File: src/rtl/ram_arbiter_pkg.sv
// Shared types for the i/d RAM arbiter: bus word, RAM status and arbiter FSM state.
package ram_arbiter_pkg;

    typedef logic [31:0] word_t;

    typedef enum logic [1:0] {
        FREE   = 2'd0,
        BUSY   = 2'd1,
        ACCESS = 2'd2,
        ERROR  = 2'd3
    } ramstate_t;

    typedef enum logic [1:0] {
        IDLE   = 2'd0,
        IGRANT = 2'd1,
        DGRANT = 2'd2
    } arb_state_t;

    localparam int STARVE_MAX_DEF = 4;
    localparam int TIMEOUT_DEF    = 64;

    // A write counts as a data request even when dREN is low.
    function automatic logic d_request(input logic ren, input logic wen);
        return ren | wen;
    endfunction

endpackage

File: src/rtl/ram_arbiter_if.sv
// Bundles the pipeline request/response signals and the RAM port seen by the arbiter.
interface ram_arbiter_if;
    import ram_arbiter_pkg::*;

    logic      halt;
    logic      iREN;
    word_t     iaddr;
    logic      dREN;
    logic      dWEN;
    word_t     daddr;
    word_t     dstore;
    logic      iwait;
    logic      dwait;
    word_t     iload;
    word_t     dload;
    logic      ierr;
    logic      derr;
    logic      ramREN;
    logic      ramWEN;
    word_t     ramaddr;
    word_t     ramstore;
    word_t     ramload;
    ramstate_t ramstate;

    // slave: the arbiter itself; master: whoever drives requests and models the RAM
    modport slave (
        input  halt, iREN, iaddr, dREN, dWEN, daddr, dstore, ramload, ramstate,
        output iwait, dwait, iload, dload, ierr, derr, ramREN, ramWEN, ramaddr, ramstore
    );

    modport master (
        output halt, iREN, iaddr, dREN, dWEN, daddr, dstore, ramload, ramstate,
        input  iwait, dwait, iload, dload, ierr, derr, ramREN, ramWEN, ramaddr, ramstore
    );

endinterface

File: src/rtl/ram_arbiter.sv
// Single-port RAM arbiter: data side has priority, instruction side is protected by a
// starvation limit, and every grant is bounded by a timeout.
module ram_arbiter
    import ram_arbiter_pkg::*;
#(
    parameter int STARVE_MAX = STARVE_MAX_DEF,
    parameter int TIMEOUT    = TIMEOUT_DEF     // must be >= 2
) (
    input  logic         CLK,
    input  logic         nRST,
    ram_arbiter_if.slave bus
);

    localparam int SW = $clog2(STARVE_MAX + 1);
    localparam int TW = $clog2(TIMEOUT);
    localparam logic [SW-1:0] STARVE_LIM = SW'(STARVE_MAX);
    localparam logic [TW-1:0] TO_LAST    = TW'(TIMEOUT - 1);

    arb_state_t    state_q,   state_d;
    logic [SW-1:0] starve_q,  starve_d;
    logic [TW-1:0] timeout_q, timeout_d;

    logic d_req;
    assign d_req = d_request(bus.dREN, bus.dWEN);

    always_comb begin
        state_d      = state_q;
        starve_d     = starve_q;
        timeout_d    = timeout_q;
        bus.iwait    = 1'b1;
        bus.dwait    = 1'b1;
        bus.iload    = '0;
        bus.dload    = '0;
        bus.ierr     = 1'b0;
        bus.derr     = 1'b0;
        bus.ramREN   = 1'b0;
        bus.ramWEN   = 1'b0;
        bus.ramaddr  = '0;
        bus.ramstore = '0;

        case (state_q)
            IDLE: begin
                timeout_d = '0;
                if (d_req && (starve_q < STARVE_LIM || !bus.iREN || bus.halt)) begin
                    state_d = DGRANT;
                    // Only reachable below the limit, so the increment saturates by construction.
                    if (bus.iREN && !bus.halt)
                        starve_d = starve_q + 1'b1;
                end else if (bus.iREN && !bus.halt) begin
                    state_d = IGRANT;
                end
            end

            IGRANT: begin
                if (!bus.iREN) begin
                    state_d = IDLE;
                end else begin
                    bus.ramREN  = 1'b1;
                    bus.ramaddr = bus.iaddr;
                    timeout_d   = timeout_q + 1'b1;
                    if (bus.ramstate == ACCESS) begin
                        bus.iwait = 1'b0;
                        bus.iload = bus.ramload;
                        starve_d  = '0;
                        state_d   = IDLE;
                    end else if (bus.ramstate == ERROR || timeout_q == TO_LAST) begin
                        bus.iwait = 1'b0;
                        bus.ierr  = 1'b1;
                        state_d   = IDLE;
                    end
                end
            end

            DGRANT: begin
                if (!d_req) begin
                    state_d = IDLE;
                end else begin
                    bus.ramREN   = bus.dREN & ~bus.dWEN;
                    bus.ramWEN   = bus.dWEN;
                    bus.ramaddr  = bus.daddr;
                    bus.ramstore = bus.dstore;
                    timeout_d    = timeout_q + 1'b1;
                    if (bus.ramstate == ACCESS) begin
                        bus.dwait = 1'b0;
                        bus.dload = bus.ramload;
                        state_d   = IDLE;
                    end else if (bus.ramstate == ERROR || timeout_q == TO_LAST) begin
                        bus.dwait = 1'b0;
                        bus.derr  = 1'b1;
                        state_d   = IDLE;
                    end
                end
            end

            default: state_d = IDLE;
        endcase
    end

    always_ff @(posedge CLK) begin
        if (!nRST) begin
            state_q   <= IDLE;
            starve_q  <= '0;
            timeout_q <= '0;
        end else begin
            state_q   <= state_d;
            starve_q  <= starve_d;
            timeout_q <= timeout_d;
        end
    end

endmodule
File: src/flat_wrapper.sv
// flat-port wrapper written by rule: the top's interface ports become plain ports
module ram_arbiter_flat import ram_arbiter_pkg::*;
#(
    parameter int STARVE_MAX = STARVE_MAX_DEF,
    parameter int TIMEOUT    = TIMEOUT_DEF                    
)
  (CLK, nRST, bus_halt, bus_iREN, bus_iaddr, bus_dREN, bus_dWEN, bus_daddr, bus_dstore, bus_ramload, bus_ramstate, bus_iwait, bus_dwait, bus_iload, bus_dload, bus_ierr, bus_derr, bus_ramREN, bus_ramWEN, bus_ramaddr, bus_ramstore);
  ram_arbiter_if bus_i ();
  input  logic CLK;
  input  logic nRST;
  input wire logic [$bits(bus_i.halt)-1:0] bus_halt;
  input wire logic [$bits(bus_i.iREN)-1:0] bus_iREN;
  input wire logic [$bits(bus_i.iaddr)-1:0] bus_iaddr;
  input wire logic [$bits(bus_i.dREN)-1:0] bus_dREN;
  input wire logic [$bits(bus_i.dWEN)-1:0] bus_dWEN;
  input wire logic [$bits(bus_i.daddr)-1:0] bus_daddr;
  input wire logic [$bits(bus_i.dstore)-1:0] bus_dstore;
  input wire logic [$bits(bus_i.ramload)-1:0] bus_ramload;
  input wire logic [$bits(bus_i.ramstate)-1:0] bus_ramstate;
  output wire logic [$bits(bus_i.iwait)-1:0] bus_iwait;
  output wire logic [$bits(bus_i.dwait)-1:0] bus_dwait;
  output wire logic [$bits(bus_i.iload)-1:0] bus_iload;
  output wire logic [$bits(bus_i.dload)-1:0] bus_dload;
  output wire logic [$bits(bus_i.ierr)-1:0] bus_ierr;
  output wire logic [$bits(bus_i.derr)-1:0] bus_derr;
  output wire logic [$bits(bus_i.ramREN)-1:0] bus_ramREN;
  output wire logic [$bits(bus_i.ramWEN)-1:0] bus_ramWEN;
  output wire logic [$bits(bus_i.ramaddr)-1:0] bus_ramaddr;
  output wire logic [$bits(bus_i.ramstore)-1:0] bus_ramstore;
  assign bus_i.halt = bus_halt;
  assign bus_i.iREN = bus_iREN;
  assign bus_i.iaddr = bus_iaddr;
  assign bus_i.dREN = bus_dREN;
  assign bus_i.dWEN = bus_dWEN;
  assign bus_i.daddr = bus_daddr;
  assign bus_i.dstore = bus_dstore;
  assign bus_i.ramload = bus_ramload;
  assign bus_i.ramstate = bus_ramstate;
  assign bus_iwait = bus_i.iwait;
  assign bus_dwait = bus_i.dwait;
  assign bus_iload = bus_i.iload;
  assign bus_dload = bus_i.dload;
  assign bus_ierr = bus_i.ierr;
  assign bus_derr = bus_i.derr;
  assign bus_ramREN = bus_i.ramREN;
  assign bus_ramWEN = bus_i.ramWEN;
  assign bus_ramaddr = bus_i.ramaddr;
  assign bus_ramstore = bus_i.ramstore;
  ram_arbiter #(.STARVE_MAX(STARVE_MAX), .TIMEOUT(TIMEOUT)) u_core (.CLK(CLK), .nRST(nRST), .bus(bus_i));
endmodule
File: config.mk
export PLATFORM = sky130hd
export DESIGN_NAME = ram_arbiter_flat
export DESIGN_NICKNAME = d
export VERILOG_FILES = /design/src/rtl/ram_arbiter_pkg.sv /design/src/rtl/ram_arbiter_if.sv /design/src/rtl/ram_arbiter.sv /design/src/flat_wrapper.sv
export SDC_FILE = /design/constraint.sdc
export NUM_CORES = 1
export LEC_CHECK = 0
export ABC_AREA = 1
export CAP_MARGIN = 20
export CORE_AREA = 2 2 105 107
export DETAILED_ROUTE_END_ITERATION = 8
export DIE_AREA = 0 0 107 109
export PLACE_DENSITY = 0.68
export RECOVER_POWER = 25
export SLEW_MARGIN = 25
export SYNTH_ARGS = -nofsm -noshare
export SYNTH_HDL_FRONTEND = slang
export SYNTH_SLANG_ARGS = --single-unit
File: constraint.sdc
create_clock -name CLK -period 2.2 [get_ports CLK]
set_clock_uncertainty 0.15 [all_clocks]
set_input_delay 0.66 -clock CLK [delete_from_list [all_inputs] [get_ports CLK]]
set_output_delay 0.66 -clock CLK [all_outputs]
set_load 0.03 [all_outputs]
==> impl_metrics.py <==
metrics = {
    "critical_path": {
        "max_stage_delay_ns": 0.33,
        "cp_num_buf_inv": 6,
        "arrival_ns": 1.75,
        "crit_top_cell": "buf_12",
        "crit_type": "reg -> out",
        "crit_path_start_kind": "flip-flop",
        "crit_slowest_cell": "dfxtp_2",
        "crit_chain": "inv_2, ha_4, nand2_4, inv_6, nor2_4, buf_6, buf_12, buf_12, nor2_1, buf_4",
        "cpLargestDelayFamily": "buffers and inverters",
        "critPathRequiredTime_ns": 1.39,
        "crit_fanout": 6,
        "cp-end-kind": "output pin",
    },
    "timing": {
        "finalSetupViolations": 133,
        "worst_pin_slew_ns": 0.330,
        "maxSlewViolCount": 0,
        "fmax_mhz": 391,
        "hold_violations": 0,
        "rsz0062_at_grt": "true",
        "period_share_pct": 116,
        "max_slew_margin_pct": 77.3,
        "fin_ws_ns": -0.358,
        "holdWs_ns": 0.347,
        "period_needed_ns": 2.56,
    },
    "pwr": {
        "p_sw_mw": 1.15,
        "p_leak_nw": 3.32,
        "ir_worst_vdd_mv": 0.248,
        "p_comb_share_pct": 82.0,
        "pwr-share-clk_pct": 8.5,
        "power_density_nw_per_um2": 303,
        "p_seq_share_pct": 9.4,
        "p_int_mw": 1.31,
        "swShare_pct": 46.9,
    },
    "yosys": {
        "syn_avg_cell_area_sq_um": 4.75,
        "synth_cells": 402,
        "synth_nets": 544,
        "muxShareOfSynthArea_pct": 0.525,
        "ys_ff_latch": 11,
        "synth_top_family_by_area": "simple AND/OR/NAND/NOR gates",
        "synth-compound-area-share_pct": 11.5,
        "synth_area_sq_um": 1910,
        "synth_cell_types": 24,
        "synth_xor_area_share_pct": 0.459,
        "synth_largest_area_cell": "nand2_1",
        "yosys-top-cells-area": "nand2_1 31%, nor2_1 22%, dfxtp_1 12%",
        "yosysWarningCount": 0,
        "ys_seq_area_share_pct": 11.5,
        "synth_top_area_share_pct": 30.9,
        "synth-simple-area-share_pct": 60.5,
        "synth_fa_ha_area_share_pct": 3.93,
    },
    "final_layout": {
        "final_common_cell": "buf_6",
        "final_net_count": 881,
        "area_growth_pct": 326,
        "fillers": 659,
        "drive_gt1_share_pct": 68.2,
        "mostFrequentLayoutCells": "142 x buf_6, 122 x clkdlybuf4s50_1, 99 x nor2_4, 68 x nand2_4, 43 x nand2_1",
    },
    "global_route": {
        "antenna_found_initial": 2,
        "overflow": 0,
        "gr-usage-all-layers_pct": 25.6,
        "grt_pass1_vias": 4363,
        "grt_pass1_wl_mm": 23.4,
        "grt_max_degree": 18,
    },
    "outcome": {
        "violations": "negative setup slack",
        "status": "complete, but fails checks",
    },
    "drt": {
        "drt-pass1-iter-count": 4,
        "ant_nets": 0,
        "drcViolationCount": 0,
        "vias": 4107,
        "wire_per_inst_um": 19.4,
        "routed_via_density": 4.67,
        "drt_iter0_markers": 218,
        "drt-total-wl_mm": 17.1,
    },
    "clock_network": {
        "cts_buffers": 3,
        "cts_tree": "done",
        "htree_levels": 1,
        "cts_num_sinks": 11,
        "clk_latency_ns": 0.24,
        "clock-root-buffer": "clkbuf_8",
        "clk_pin_slew_ns": 0.05,
        "clk_path_buf_depth": 2,
    },
    "floorplan": {
        "start_util_pct": 18.0,
        "die_area_sq_um": 11700,
        "ios": 270,
        "core-area_sq_um": 10600,
        "rows": 38,
        "die_w_um": 107,
        "dieHeight_um": 109,
    },
    "worst_hold_path": {
        "hold_path.class": "reg -> reg",
    },
    "flow_run": {
        "drv_cap": 0,
    },
    "place": {
        "hpwl_mm": 9.37,
        "gp_congestion": 0.820,
        "io_buffer_count": 269,
        "detailedPlace.worstSlack_ns": -0.619,
    },
}
## power groups by stage
stage	registers, mW	logic (mW)	clock network [mW]
finish	0.232	2.02	0.210
global route	0.233	2.11	0.223
CTS	0.230	1.89	0.215
detailed placement	0.231	1.31	0
global placement	0.229	1.30	0
floorplan	0.228	0.696	0
## logic make-up (layout without fill, tap and decap cells)
logic type                 Yosys count  after routing
buffers and inverters               50            386
DFF                                 11             11
and+or+nand+nor                    290            290
xor gates and xnor gates             1              1
adders and majority gates            6              6
other                                0              2
AOI/OAI and AO/OA                   43             43
muxes                                1              1
## per-layer routing
layer  share of wire [%]  global-route usage [%]
met2                  56                    51.1
met4                 4.2                    7.61
met1                  34                    27.3
met5                   0                       0
met3                 5.3                    4.12
## worst min-delay path: cells and delay by family, from the launching register on
| family | cells | cell delay, ns |
|---|---|---|
| flip-flops | 1 | 0.33 |
| AO/OA/AOI/OAI | 1 | 0.06 |
| AND/OR/NAND/NOR | 1 | 0.06 |
## Yosys cell counts
cell type  number
nand3_2         1
nor2_4          3
mux2i_1         1
buf_4           6
nand3_1         9
xnor2_1         1
a21oi_1        39
ha_1            6
inv_1          22
buf_2           9
nand3_4         1
o21ai_0         2
buf_1           4
dfxtp_1        11
o21ai_1         1
or2_0           1
nand2_1       157
nor3_1          1
inv_2           4
o21ai_2         1
nor2_1        114
nand2_2         2
nor2_2          1
clkbuf_1        5
## sequential cells by signal (all words and copies together), names as in the netlist
register          cells
u_core.timeout_q      6
u_core.starve_q       3
u_core.state_q        2
## layout make-up
type	instances	area, sq um	area share, %
Inverter	26	134	1.65
Tap cell	140	175	2.16
Sequential cell	11	226	2.79
Timing Repair Buffer	356	4230	52.0
Antenna cell	2	5.00	0.0616
Clock buffer	4	45.0	0.554
Multi-Input combinational cell	341	3310	40.8
## path summary, 6_finish.rpt
path,from,to,slack (ns),depth (start not counted)
max,u_core.state_q[0],bus_dload[31],-0.36,10
min,u_core.timeout_q[0],u_core.timeout_q[0],0.35,2
max reg2reg,u_core.state_q[0],u_core.timeout_q[3],0.15,11
min reg2reg,u_core.timeout_q[0],u_core.timeout_q[0],0.35,2
## stage by stage
stage | util [%] | total power, mW | cells | cell area (sq um) | setup TNS, ns
final | 76.6 | 2.46 | 880 | 8130 | -32.32
after global routing | 76.6 | 2.56 | 880 | 8130 | -37.42
after CTS | 72.5 | 2.34 | 877 | 7680 | -28.26
after detailed placement | 51.3 | 1.54 | 824 | 5440 | -76.20
after global placement | 51.3 | 1.53 | 824 | 5440 | -73.70
after floorplan | - | 0.924 | 402 | 2560 | -0.415
## repair_timing
action,CTS,global route
hold buffers,0,0
pin swaps,69,57
endpoints found under the setup margin,134,133
gates cloned,18,4
setup buffers,32,5
gates resized for setup,407,120
Note: power is estimated with default switching activity, not from simulation.
